**src/rtl/time_set_input_12.sv**
```systemverilog
// rtl/time_set_input_12.sv - key-driven 12-hour time entry front end with commit strobe
//
// Purpose: debounces MODE/INC/DEC keys, walks hour/minute/second/AM-PM fields,
// and emits the edited time as 24-hour binary with a one-cycle load strobe.
//
// Ports:
//   clk, rst                        clock, synchronous active-high reset
//   key_mode, key_inc, key_dec      raw asynchronous keys, active-high
//   cur_hour/minute/second          running time, snapshot on entry to edit
//   set_active                      1 while editing or committing
//   set_field                       0=HOUR 1=MIN 2=SEC 3=AMPM (0 otherwise)
//   set_hour/minute/second/pm       edited time (hour in 24-hour form)
//   load                            one-cycle commit strobe

module time_set_input_12 #(
  parameter int DEBOUNCE_CYCLES = 16,
  parameter int TIMEOUT_CYCLES  = 1024
) (
  input  logic       clk,
  input  logic       rst,
  input  logic       key_mode,
  input  logic       key_inc,
  input  logic       key_dec,
  input  logic [4:0] cur_hour,
  input  logic [5:0] cur_minute,
  input  logic [5:0] cur_second,
  output logic       set_active,
  output logic [1:0] set_field,
  output logic [4:0] set_hour,
  output logic [5:0] set_minute,
  output logic [5:0] set_second,
  output logic       set_pm,
  output logic       load
);

  localparam int DCW = $clog2(DEBOUNCE_CYCLES + 1);
  localparam int TCW = $clog2(TIMEOUT_CYCLES + 1);

  typedef enum logic [2:0] {
    S_IDLE   = 3'd0,
    S_HOUR   = 3'd1,
    S_MIN    = 3'd2,
    S_SEC    = 3'd3,
    S_AMPM   = 3'd4,
    S_COMMIT = 3'd5
  } state_t;

  state_t state, state_next;

  // ---------------------------------------------------------------------------
  // Key conditioning. Bit 0 = MODE, 1 = INC, 2 = DEC.
  // Pipeline: 2 sync flops, DEBOUNCE_CYCLES equal samples, 1 registered edge
  // detect, so the press pulse lands on the (2+DEBOUNCE_CYCLES+1)-th edge
  // counting the edge that first samples the new raw level.
  // ---------------------------------------------------------------------------
  logic [2:0]     raw;
  logic [2:0]     sync1, sync2, db, db_d, press;
  logic [DCW-1:0] db_cnt [3];

  assign raw = {key_dec, key_inc, key_mode};

  always_ff @(posedge clk) begin
    if (rst) begin
      sync1 <= '0;
      sync2 <= '0;
      db    <= '0;
      db_d  <= '0;
      press <= '0;
      for (int i = 0; i < 3; i++) db_cnt[i] <= '0;
    end else begin
      sync1 <= raw;
      sync2 <= sync1;
      db_d  <= db;
      press <= db & ~db_d;
      for (int i = 0; i < 3; i++) begin
        if (sync2[i] != db[i]) begin
          // This sample is the DEBOUNCE_CYCLES-th consecutive differing one.
          if (db_cnt[i] == DCW'(DEBOUNCE_CYCLES - 1)) begin
            db[i]     <= sync2[i];
            db_cnt[i] <= '0;
          end else begin
            db_cnt[i] <= db_cnt[i] + 1'b1;
          end
        end else begin
          db_cnt[i] <= '0;
        end
      end
    end
  end

  // MODE wins over INC/DEC; INC and DEC together cancel each other.
  logic p_mode, p_inc, p_dec;
  assign p_mode = press[0];
  assign p_inc  = press[1] & ~press[2] & ~press[0];
  assign p_dec  = press[2] & ~press[1] & ~press[0];

  logic edit_state, accepted, timeout_hit;
  assign edit_state = (state == S_HOUR) || (state == S_MIN) ||
                      (state == S_SEC)  || (state == S_AMPM);
  assign accepted   = edit_state && (p_mode || p_inc || p_dec);

  // ---------------------------------------------------------------------------
  // Inactivity timeout: counts edit-state cycles since the last accepted press.
  // ---------------------------------------------------------------------------
  logic [TCW-1:0] tcnt;

  assign timeout_hit = edit_state && !accepted && (tcnt == TCW'(TIMEOUT_CYCLES - 1));

  always_ff @(posedge clk) begin
    if (rst || !edit_state || accepted) tcnt <= '0;
    else                                tcnt <= tcnt + 1'b1;
  end

  // ---------------------------------------------------------------------------
  // FSM: state register, next-state logic, output logic.
  // ---------------------------------------------------------------------------
  always_ff @(posedge clk) begin
    if (rst) state <= S_IDLE;
    else     state <= state_next;
  end

  always_comb begin
    state_next = state;
    case (state)
      S_IDLE:   if (p_mode) state_next = S_HOUR;
      S_HOUR:   if (p_mode) state_next = S_MIN;    else if (timeout_hit) state_next = S_IDLE;
      S_MIN:    if (p_mode) state_next = S_SEC;    else if (timeout_hit) state_next = S_IDLE;
      S_SEC:    if (p_mode) state_next = S_AMPM;   else if (timeout_hit) state_next = S_IDLE;
      S_AMPM:   if (p_mode) state_next = S_COMMIT; else if (timeout_hit) state_next = S_IDLE;
      S_COMMIT: state_next = S_IDLE;
      default:  state_next = S_IDLE;
    endcase
  end

  always_comb begin
    set_active = 1'b0;
    set_field  = 2'd0;
    load       = 1'b0;
    case (state)
      S_HOUR:   begin set_active = 1'b1; set_field = 2'd0; end
      S_MIN:    begin set_active = 1'b1; set_field = 2'd1; end
      S_SEC:    begin set_active = 1'b1; set_field = 2'd2; end
      S_AMPM:   begin set_active = 1'b1; set_field = 2'd3; end
      S_COMMIT: begin set_active = 1'b1; load = 1'b1; end
      default:  ;
    endcase
  end

  // ---------------------------------------------------------------------------
  // Edit registers. h12 resets to 12 AM so set_hour reads 0 after reset.
  // ---------------------------------------------------------------------------
  logic [3:0] h12;
  logic       pm;
  logic [5:0] edit_min, edit_sec;

  always_ff @(posedge clk) begin
    if (rst) begin
      h12      <= 4'd12;
      pm       <= 1'b0;
      edit_min <= 6'd0;
      edit_sec <= 6'd0;
    end else begin
      case (state)
        S_IDLE: begin
          if (p_mode) begin
            if (cur_hour == 5'd0 || cur_hour > 5'd23) begin
              h12 <= 4'd12;
              pm  <= 1'b0;
            end else if (cur_hour < 5'd12) begin
              h12 <= cur_hour[3:0];
              pm  <= 1'b0;
            end else if (cur_hour == 5'd12) begin
              h12 <= 4'd12;
              pm  <= 1'b1;
            end else begin
              h12 <= 4'(cur_hour - 5'd12);
              pm  <= 1'b1;
            end
            edit_min <= (cur_minute > 6'd59) ? 6'd0 : cur_minute;
            edit_sec <= (cur_second > 6'd59) ? 6'd0 : cur_second;
          end
        end
        S_HOUR: begin
          if (p_inc) h12 <= (h12 == 4'd12) ? 4'd1  : h12 + 4'd1;
          if (p_dec) h12 <= (h12 == 4'd1)  ? 4'd12 : h12 - 4'd1;
        end
        S_MIN: begin
          if (p_inc) edit_min <= (edit_min == 6'd59) ? 6'd0  : edit_min + 6'd1;
          if (p_dec) edit_min <= (edit_min == 6'd0)  ? 6'd59 : edit_min - 6'd1;
        end
        S_SEC: begin
          if (p_inc) edit_sec <= (edit_sec == 6'd59) ? 6'd0  : edit_sec + 6'd1;
          if (p_dec) edit_sec <= (edit_sec == 6'd0)  ? 6'd59 : edit_sec - 6'd1;
        end
        S_AMPM: begin
          if (p_inc || p_dec) pm <= ~pm;
        end
        default: ;
      endcase
    end
  end

  // 12-hour to 24-hour: 12 AM -> 0, 12 PM -> 12, other PM hours +12.
  always_comb begin
    set_hour = {1'b0, h12};
    if (pm) begin
      if (h12 != 4'd12) set_hour = {1'b0, h12} + 5'd12;
    end else begin
      if (h12 == 4'd12) set_hour = 5'd0;
    end
  end

  assign set_minute = edit_min;
  assign set_second = edit_sec;
  assign set_pm     = pm;

endmodule

```
**config.mk**
```make
export PLATFORM = sky130hd
export DESIGN_NAME = time_set_input_12
export DESIGN_NICKNAME = d
export VERILOG_FILES = /design/src/rtl/time_set_input_12.sv
export SDC_FILE = /design/constraint.sdc
export NUM_CORES = 1
export LEC_CHECK = 0
export ABC_CLOCK_PERIOD_IN_PS = 2500
export CAP_MARGIN = 20
export CORE_MARGIN = 2
export CORE_UTILIZATION = 38
export DETAILED_ROUTE_END_ITERATION = 8
export GPL_TIMING_DRIVEN = 0
export HOLD_SLACK_MARGIN = 0.02
export PLACE_DENSITY = 0.56
export RECOVER_POWER = 25
export SYNTH_ARGS = -nofsm -noshare
export SYNTH_HDL_FRONTEND = slang
export SYNTH_SLANG_ARGS = --single-unit
```
**constraint.sdc**
```tcl
create_clock -name clk -period 2.5 [get_ports clk]
set_input_delay 0.5 -clock clk [delete_from_list [all_inputs] [get_ports clk]]
set_output_delay 0.5 -clock clk [all_outputs]
set_load 0.005 [all_outputs]
```
# [Word-level counts from Yosys, hierarchy flattened]
# Memories as Yosys holds them, arrays and structs flattened.
# Index checks and enable logic that the tools add are counted.
[word_totals] ff_bits=46 ramBits=15 in_bits=22 output_inout_bits=22 n_memories=1
[op_classes] addsub=12 order_cmp=4 eq_ne=23 muxes=85 n_bitwise=19 n_reduce_logical=30
[memory_table] memory="db_cnt" depth=3 width=5 read_ports=3 rd_clocked_by_memory_dff=0 wr=3 line="58" text="logic [DCW-1:0] db_cnt [3];"
[ops] operator="6-bit two-way mux" count=12
[ops] operator="5-bit two-way mux" count=11
[ops] operator="1-bit two-way mux" count=41
[ops] operator="4-bit two-way mux" count=9
[ops] operator="6-bit case mux with 2 select lines" count=2
[ops] operator="5-bit by 4-bit == test with 1-bit output, second input constant" count=4
[ops] operator="3-bit two-way mux" count=6
[ops] operator="5-bit by 1-bit adder with 5-bit output, second input constant" count=3
[ops] operator="3-bit case mux with 5 select lines" count=1
[ops] operator="6-bit by 1-bit adder with 6-bit output, second input constant" count=2
[ops] operator="6-bit == test, second input constant" count=2
[ops] operator="6-bit > comparator, second input constant" count=2
[ops] operator="6-bit zero test" count=2
[ops] operator="3-bit AND reduction" count=4
[ops] operator="6-bit by 1-bit subtractor with 6-bit output, second input constant" count=2
[ops] operator="11-bit by 1-bit adder with 11-bit output, second input constant" count=1
[ops] operator="11-bit by 10-bit == test with 1-bit output, second input constant" count=1
[ops] operator="1-bit logical OR" count=9
[ops] operator="3-bit != test, second input constant" count=3
[ops] operator="1-bit bitwise OR" count=9
[ops] operator="4-bit case mux with 2 select lines" count=1
[ops] operator="2-bit nonzero test" count=4
[ops] operator="3-bit by 2-bit == test with 1-bit output, second input constant" count=2
[ops] operator="3-bit == test, second input constant" count=2
[ops] operator="25 further kinds" count=38

# [Depth between registers and ports, before layout]
# Gate-level depths: netlist (run 1).
[logic_depth] ltp_word=12 depth_mapped=8

# [Worst setup path after synthesis (run 1)]
# OpenSTA, ideal clock, no wires.
[synth_timing] kind="register to register" start="reg edit_sec[0], in the netlist set_second[0]" end="reg edit_sec[0], in the netlist set_second[0]" setup_time_ns=0.079 arrival_time_ns=1.811 required_time_ns=2.421 setup_slack_ns=0.610 path_stages_with_launch=8 path_buffers=0 path_cell_list="dfxtp_1 > inv_1 > ha_1 > or3b_2 > or4_4 > o21ai_2 > a22oi_2 > a211oi_2"
[synth_via] elab_chain_len=5 word_cells_on_any_way=9 classes_between="2 x add/sub; 1 x eq/ne; 5 x mux; 1 x reduce/logical"
[synth_lines] element="from (decl)" line="154" text="logic [5:0] edit_min, edit_sec;"
[synth_lines] element="from (signal assigned)" line="180" text="edit_sec <= (cur_second > 6'd59) ? 6'd0 : cur_second;"
[synth_lines] element="from (signal assigned)" line="192" text="if (p_inc) edit_sec <= (edit_sec == 6'd59) ? 6'd0 : edit_sec + 6'd1;"
[synth_lines] element="from (signal assigned)" line="193" text="if (p_dec) edit_sec <= (edit_sec == 6'd0) ? 6'd59 : edit_sec - 6'd1;"
[synth_lines] element="6-bit by 1-bit adder with 6-bit output / 6-bit == test (equally long branches)" line="192"
[synth_lines] element="6-bit two-way mux (2 in a row)" line="192"
[synth_lines] element="6-bit two-way mux (*)" line="193"
[synth_lines] element="6-bit case mux with 2 select lines (*)" line="163" text="case (state)"
# Mark *: on every way between the ends. The rest lies on a longest branch, timed or not. The select of a mux whose other input is x is not followed.
# A chain may end at the register's enable or synchronous reset.

# [Worst setup path after layout (run 1)]
[layout_timing] start="reg h12[2]" end="out set_hour[3]"
[layout_via] elab_chain_len=3 word_cells_on_any_way=6 classes_between="1 x add/sub; 2 x eq/ne; 3 x mux"
[layout_lines] element="from (decl)" line="152" text="logic [3:0] h12;"
[layout_lines] element="from (signal assigned)" line="170" text="h12 <= cur_hour[3:0];"
[layout_lines] element="from (signal assigned)" line="176" text="h12 <= 4'(cur_hour - 5'd12);"
[layout_lines] element="from (signal assigned)" line="184" text="if (p_inc) h12 <= (h12 == 4'd12) ? 4'd1 : h12 + 4'd1;"
[layout_lines] element="4-bit by 4-bit adder with 5-bit output, or another cell as far along" line="207" text="if (h12 != 4'd12) set_hour = {1'b0, h12} + 5'd12;"
[layout_lines] element="5-bit two-way mux / 4-bit two-way mux (equally long branches)" line="207, 209"
[layout_lines] element="5-bit two-way mux (*)" line="206" text="if (pm) begin"
[layout_lines] element="to (decl)" line="29" text="output logic [4:0] set_hour,"
# Mark *: on every way between the ends. The rest lies on a longest branch, timed or not.

==> out/results.ini, run 1 <==
[clock_network]
cts_buffers = 9
clk_pin_slew_ns = 0.07
clock-sinks = 61
htreeDepth = 3
cts_tree = done
clockBufferDepth = 2
cts_root_buffer = clkbuf_8
clk_latency_ns = 0.33

[timing]
tns_ns = 0
period_needed_ns = 2.393
fin_crit_sh_pct = 95.71
skew_ns = 0.01011
slew_headroom_pct = 52.95
rsz0062_at_grt = no
maxSlewViolCount = 0
setup_viol = 0
hold_viol = 0
clock.fmax_mhz = 417.9
worst_pin_slew_ns = 0.7042

[worst_setup_path]
crit_required_ns = 2.00
worstSetupPathType = reg2out
worstSetupEndpointType = primary output
max_stage_delay_ns = 0.52
start_kind = flop
crit_arrival_ns = 1.89
cp_slowest_cell = clkdlybuf4s50_1
path_cells = clkbuf_2 -> inv_1 -> ha_1 -> mux2i_1 -> clkdlybuf4s50_1
r2r-start = state[0]$_SDFFE_PP0P_
worst-path-max-fanout = 6
worstSetupStartpoint = h12[2]$_SDFFE_PP1P_

[synth]
synth_cells = 425
syn_area_per_cell_um2 = 8.629
seq_area_frac_synth_pct = 37.39
synthTopCellsByArea = dfxtp_1 (25%), edfxtp_1 (12%), ha_1 (7.5%)
synth-seq-cells = 61
synth_commonest_cells = nor2_1 (53), dfxtp_1 (46), nand2_1 (24)
synthFlopType = dfxtp_1
synth_top_area_cell = dfxtp_1
synth_edf_count = 15
netlist-cell-type-count = 55
ys_warn_count = 0
netlist.area_leader.share_pct = 25.11
netlist_area_mm2 = 0.003667
async_flop_share_pct = 0
synth_most_common_cell = nor2_1

[finish]
stdcell_count = 628
drive_above_1_share_pct = 9.218
diodes = 0
syn_to_final_growth_pct = 25.66
final_net_count = 538

[grt]
grt_overflow = 0
grt_pass1_wl_um = 13800
grt_pass1_vias = 3079
track_usage_pct = 16.71
grt_start_max_net_pins = 13
antenna_found_initial = 0

[floorplanning]
placeableCoreArea_mm2 = 0.009284
rows = 35
die_h_um = 102.2
dieArea_mm2 = 0.01045
ios = 44
fp.dieW_um = 102.2
start_util_pct = 39.50

[routing]
drc = 0
vias_per_cell = 5.076
routedWlPerCell_um = 13.02
ant_nets = 0
dr.pass1.iters = 4
drt_iter0_drc = 96
wl_um = 8175
vias = 3188

[pwr]
p_leak_nw = 1.761
ir_worst_vdd_v = 0.0003758
p_per_area_mw_per_mm2 = 459.9

[placement]
place_congestion = 0.8486
dp_hpwl_um = 6022
place_inst = 611
port_buffers = 43

[worst_hold_path]
min_from = db_d[0]$_SDFF_PP0_
hold_path.class = reg2reg

[run_status]
outcome = finished, final reports clean

[run]
drv_cap = 0

-- layout by cell type (no fill, tap or decap), types with 5 or more instances in the layout --
master / count
nor2_1: 53
dfxtp_1: 42
clkdlybuf4s50_1: 36
nand2_1: 23
a21oi_1: 22
nand3_1: 22
xnor2_1: 20
ha_1: 20
inv_1: 18
edfxtp_1: 15
conb_1: 15
clkbuf_1: 14
nor2b_1: 14
nor3_1: 12
xor2_1: 12
a311oi_1: 11
o21ai_0: 10
a211oi_1: 10
clkbuf_8: 9
and3_1: 7
nand2b_1: 7
dlygate4sd3_1: 6
buf_2: 5
o211ai_1: 5
a31oi_1: 5
-- logic make-up after synthesis --
group,after synthesis,share of synthesized area (%)
AO/OA/AOI/OAI,88,16.89
XOR/XNOR,32,7.642
adder cells (fa/ha/maj),22,7.506
buffers and inverters,45,4.981
flip-flops,61,37.39
multiplexers,5,1.399
other,1,0.1023
AND/OR/NAND/NOR,171,24.09
-- where the power goes --
group	switching [mW]	leakage, nW	internal [mW]
combinational	0.0535	1.12	0.0563
clock	0.408	0.111	0.570
sequential	0.00840	0.527	1.02
total	0.470	1.76	1.65
-- state kept, by name, indices dropped and copies added, names as in the netlist --
signal / flops
set_second: 6
state: 3
db_d: 3
db: 3
sync2: 3
set_minute: 6
db_cnt: 15
press: 3
tcnt: 11
h12: 4
set_pm: 1
sync1: 3
-- per-layer routing --
metal  global-route usage, %  vias up  share of wire, %
li1                        -     1649                 -
met1                   20.27     1460                47
met2                   27.43       70                47
met3                   4.993        9               4.9
met4                   7.487        0               1.4
met5                       0        -                 0
-- metrics by stage --
step	power, mW	hold slack [ns]	area, um^2	util [%]	setup WS (ns)
after floorplan	1.109	0.3674	3720	-	0.6101
after global placement	1.164	0.3729	4312	46.44	0.1015
after detailed placement	1.166	0.3716	4312	46.44	0.1181
after CTS	2.156	0.3820	4573	49.26	0.01211
after global routing	2.216	0.4084	4608	49.64	0.01060
final	2.119	0.3819	4608	49.64	0.1072
-- critical path, delay by kind of cell, from the launching register on --
kind	cells	cell delay, ns
multiplexers	1	0.13
adder cells (fa/ha/maj)	1	0.29
buffers and inverters	3	0.78
flip-flops	1	0.36
-- area by class of cell --
| type | count | area (um^2) |
|---|---|---|
| inverter | 20 | 80.08 |
| fill | 927 | 4676 |
| clock inverter | 6 | 95.09 |
| multi-input combinational | 333 | 2206 |
| sequential | 61 | 1381 |
| clock buffer | 10 | 127.6 |
| timing repair buffer | 44 | 440.4 |
| buffer | 25 | 116.4 |
| tap | 129 | 161.4 |
-- path summary, 6_finish.rpt --
| path | to | slack [ns] | cells after the start |
|---|---|---|---|
| worst max-delay path | set_hour[3] | 0.11 | 5 |
| worst min-delay path | press[0]$_SDFF_PP0_ | 0.38 | 1 |
| worst max register to register | set_minute[5]$_SDFFE_PP0P_ | 0.36 | 6 |
| worst min register to register | press[0]$_SDFF_PP0_ | 0.38 | 1 |
-- timing repair --
item	4_1_cts	5_1_grt
endpoints found under the setup margin	4	5
gates resized for setup	16	12
hold buffers	0	0
setup buffers	0	1
pin swaps	0	1
Power figures use the tool's default switching activity.
==> inputs of run 2 (changes only) <==
--- a/config.mk
+++ b/config.mk
@@ -5,6 +5,7 @@
 export SDC_FILE = /design/constraint.sdc
 export NUM_CORES = 1
 export LEC_CHECK = 0
+export ABC_AREA = 0
 export ABC_CLOCK_PERIOD_IN_PS = 2500
 export CAP_MARGIN = 20
 export CORE_MARGIN = 2
@@ -14,6 +15,8 @@
 export HOLD_SLACK_MARGIN = 0.02
 export PLACE_DENSITY = 0.56
 export RECOVER_POWER = 25
+export REMOVE_ABC_BUFFERS = 1
+export SETUP_SLACK_MARGIN = 0.1
 export SYNTH_ARGS = -nofsm -noshare
 export SYNTH_HDL_FRONTEND = slang
 export SYNTH_SLANG_ARGS = --single-unit
==> out/results.ini, run 2 (same netlist as run 1, synthesis figures left out) <==
[timing]
tns_ns = 0
hold_viol = 0
worst_pin_slew_ns = 1.051
slew_headroom_pct = 29.59
fin_crit_sh_pct = 91.64
setup_viol = 0
final.setup.worst_slack_ns = 0.2089
skew_ns = 0.01031
maxSlewViolCount = 0
rsz0062_at_grt = no
period_needed_ns = 2.291
clock.fmax_mhz = 436.5

[grt]
grt-busiest-layer = met2
grt_overflow = 0
use_met1_pct = 20.25
grtUsageMet2_pct = 25.71
antenna_found_initial = 0
grt_start_max_net_pins = 41
grt_pass1_vias = 2834
grt_pass1_wl_um = 13010
track_usage_pct = 15.50
use_met3_pct = 3.967

[worst_setup_path]
worstSetupStartpoint = state[1]$_SDFFE_PP0P_
worstSetupPathType = reg2out
timing.rr.end = set_second[0]$_SDFFE_PP0P_
start_kind = flop
crit_arrival_ns = 1.79
reg2reg_slack_ns = 0.38
critPathCapture = set_field[1]
worstSetupEndpointType = primary output
r2r-start = press[0]$_SDFF_PP0_
worst-path-max-fanout = 16
crit_required_ns = 2.00
r2r_cells = 5

[finish]
diodes = 0
reg.largest.list = db_cnt: 15 flops, tcnt: 11 flops
syn_to_final_growth_pct = 22.65
final-seq-area_mm2 = 0.001390
final_common_cell = nor2_1
final_cell_mix = nor2_1 (53), clkdlybuf4s50_1 (41), dfxtp_1 (39)
drive_above_1_share_pct = 8.632
top_register = db_cnt
finalCoreUtilization_pct = 48.45
largest_reg_flops = 15
final_net_count = 514
fill_cells = 906
multi_input_comb_area_mm2 = 0.002201

[floorplanning]
fp.dieW_um = 102.2
dieArea_mm2 = 0.01045
ios = 44
start_util_pct = 39.50
rows = 35
placeableCoreArea_mm2 = 0.009284
die_h_um = 102.2

[placement]
dp_hpwl_um = 5363
place_congestion = 0.8067
pre_cts_ws_ns = 0.08897
port_buffers = 43

[worst_hold_path]
hold_path.class = reg2reg

[clock_network]
ctsHoldBuffers = 0
htreeDepth = 3
cts_tree = done
clk_latency_ns = 0.33
cts_root_buffer = clkbuf_8
cts_buffers = 9
clockBufferDepth = 2
clk_pin_slew_ns = 0.07
clock-sinks = 61

[routing]
drc = 0
dr.pass1.iters = 4
vias = 3084
ant_nets = 0
routedWlPerCell_um = 12.55
vias_per_cell = 5.106
drt_iter0_drc = 114
wl_um = 7579

[run]
drv_cap = 0

[pwr]
p_per_area_mw_per_mm2 = 470.1
ir_worst_vdd_v = 0.0003187
p_leak_nw = 1.673

[run_status]
outcome = finished, final reports clean

run 2: layout make-up:
| type | count | share of cell area (%) |
|---|---|---|
| Sequential cell | 61 | 30.90 |
| Multi-Input combinational cell | 333 | 48.93 |
| Timing Repair Buffer | 45 | 9.847 |
| Tap cell | 129 | 3.588 |
| Clock buffer | 10 | 2.837 |
| Clock inverter | 6 | 2.114 |
| Inverter | 20 | 1.780 |
run 2: metrics by stage:
step | cells | area [um^2] | power, mW | hold slack, ns
after floorplan | 414 | 3612 | 1.101 | 0.3674
after global placement | 586 | 4204 | 1.162 | 0.3728
after detailed placement | 587 | 4215 | 1.163 | 0.3720
after CTS | 604 | 4493 | 2.157 | 0.3827
after global routing | 604 | 4498 | 2.211 | 0.3989
final | 604 | 4498 | 2.114 | 0.3817
run 2: worst max-delay path: stages, from the launching register on:
cell             delay, ns
dfxtp_4               0.45
nor2b_4               0.23
nand2_1               0.16
nand2_1               0.13
clkdlybuf4s50_1       0.50
run 2: how the worst min path moves through the flow:
stage	cells after the start	startpoint	endpoint	slack (ns)
after CTS	1	db_d[0]$_SDFF_PP0_	press[0]$_SDFF_PP0_	0.38
final	1	db_d[0]$_SDFF_PP0_	press[0]$_SDFF_PP0_	0.38
after floorplan	1	db_d[0]$_SDFF_PP0_	press[0]$_SDFF_PP0_	0.37
after global placement	1	db_d[0]$_SDFF_PP0_	press[0]$_SDFF_PP0_	0.37
after detailed placement	1	db_d[0]$_SDFF_PP0_	press[0]$_SDFF_PP0_	0.37
after global routing	1	db_d[1]$_SDFF_PP0_	press[1]$_SDFF_PP0_	0.40
run 2: what timing repair did:
| item | in CTS | in global routing |
|---|---|---|
| pin swaps | 1 | 0 |
| hold endpoints to repair | 0 | 0 |
| gates resized for setup | 22 | 1 |
| setup buffers | 1 | 0 |
| setup endpoints to repair | 7 | 1 |
run 2: where the power goes:
part / internal (mW) / switching, mW / total, mW
combinational: 0.0547 / 0.0524 / 0.107
clock: 0.570 / 0.408 / 0.978
sequential: 1.02 / 0.00850 / 1.03
total: 1.65 / 0.469 / 2.11
run 2: metal layers:
layer	part of all wire, %	vias up
li1	-	1601
met3	4.2	7
met1	49	1412
met4	0.80	0
met5	0	-
met2	46	64
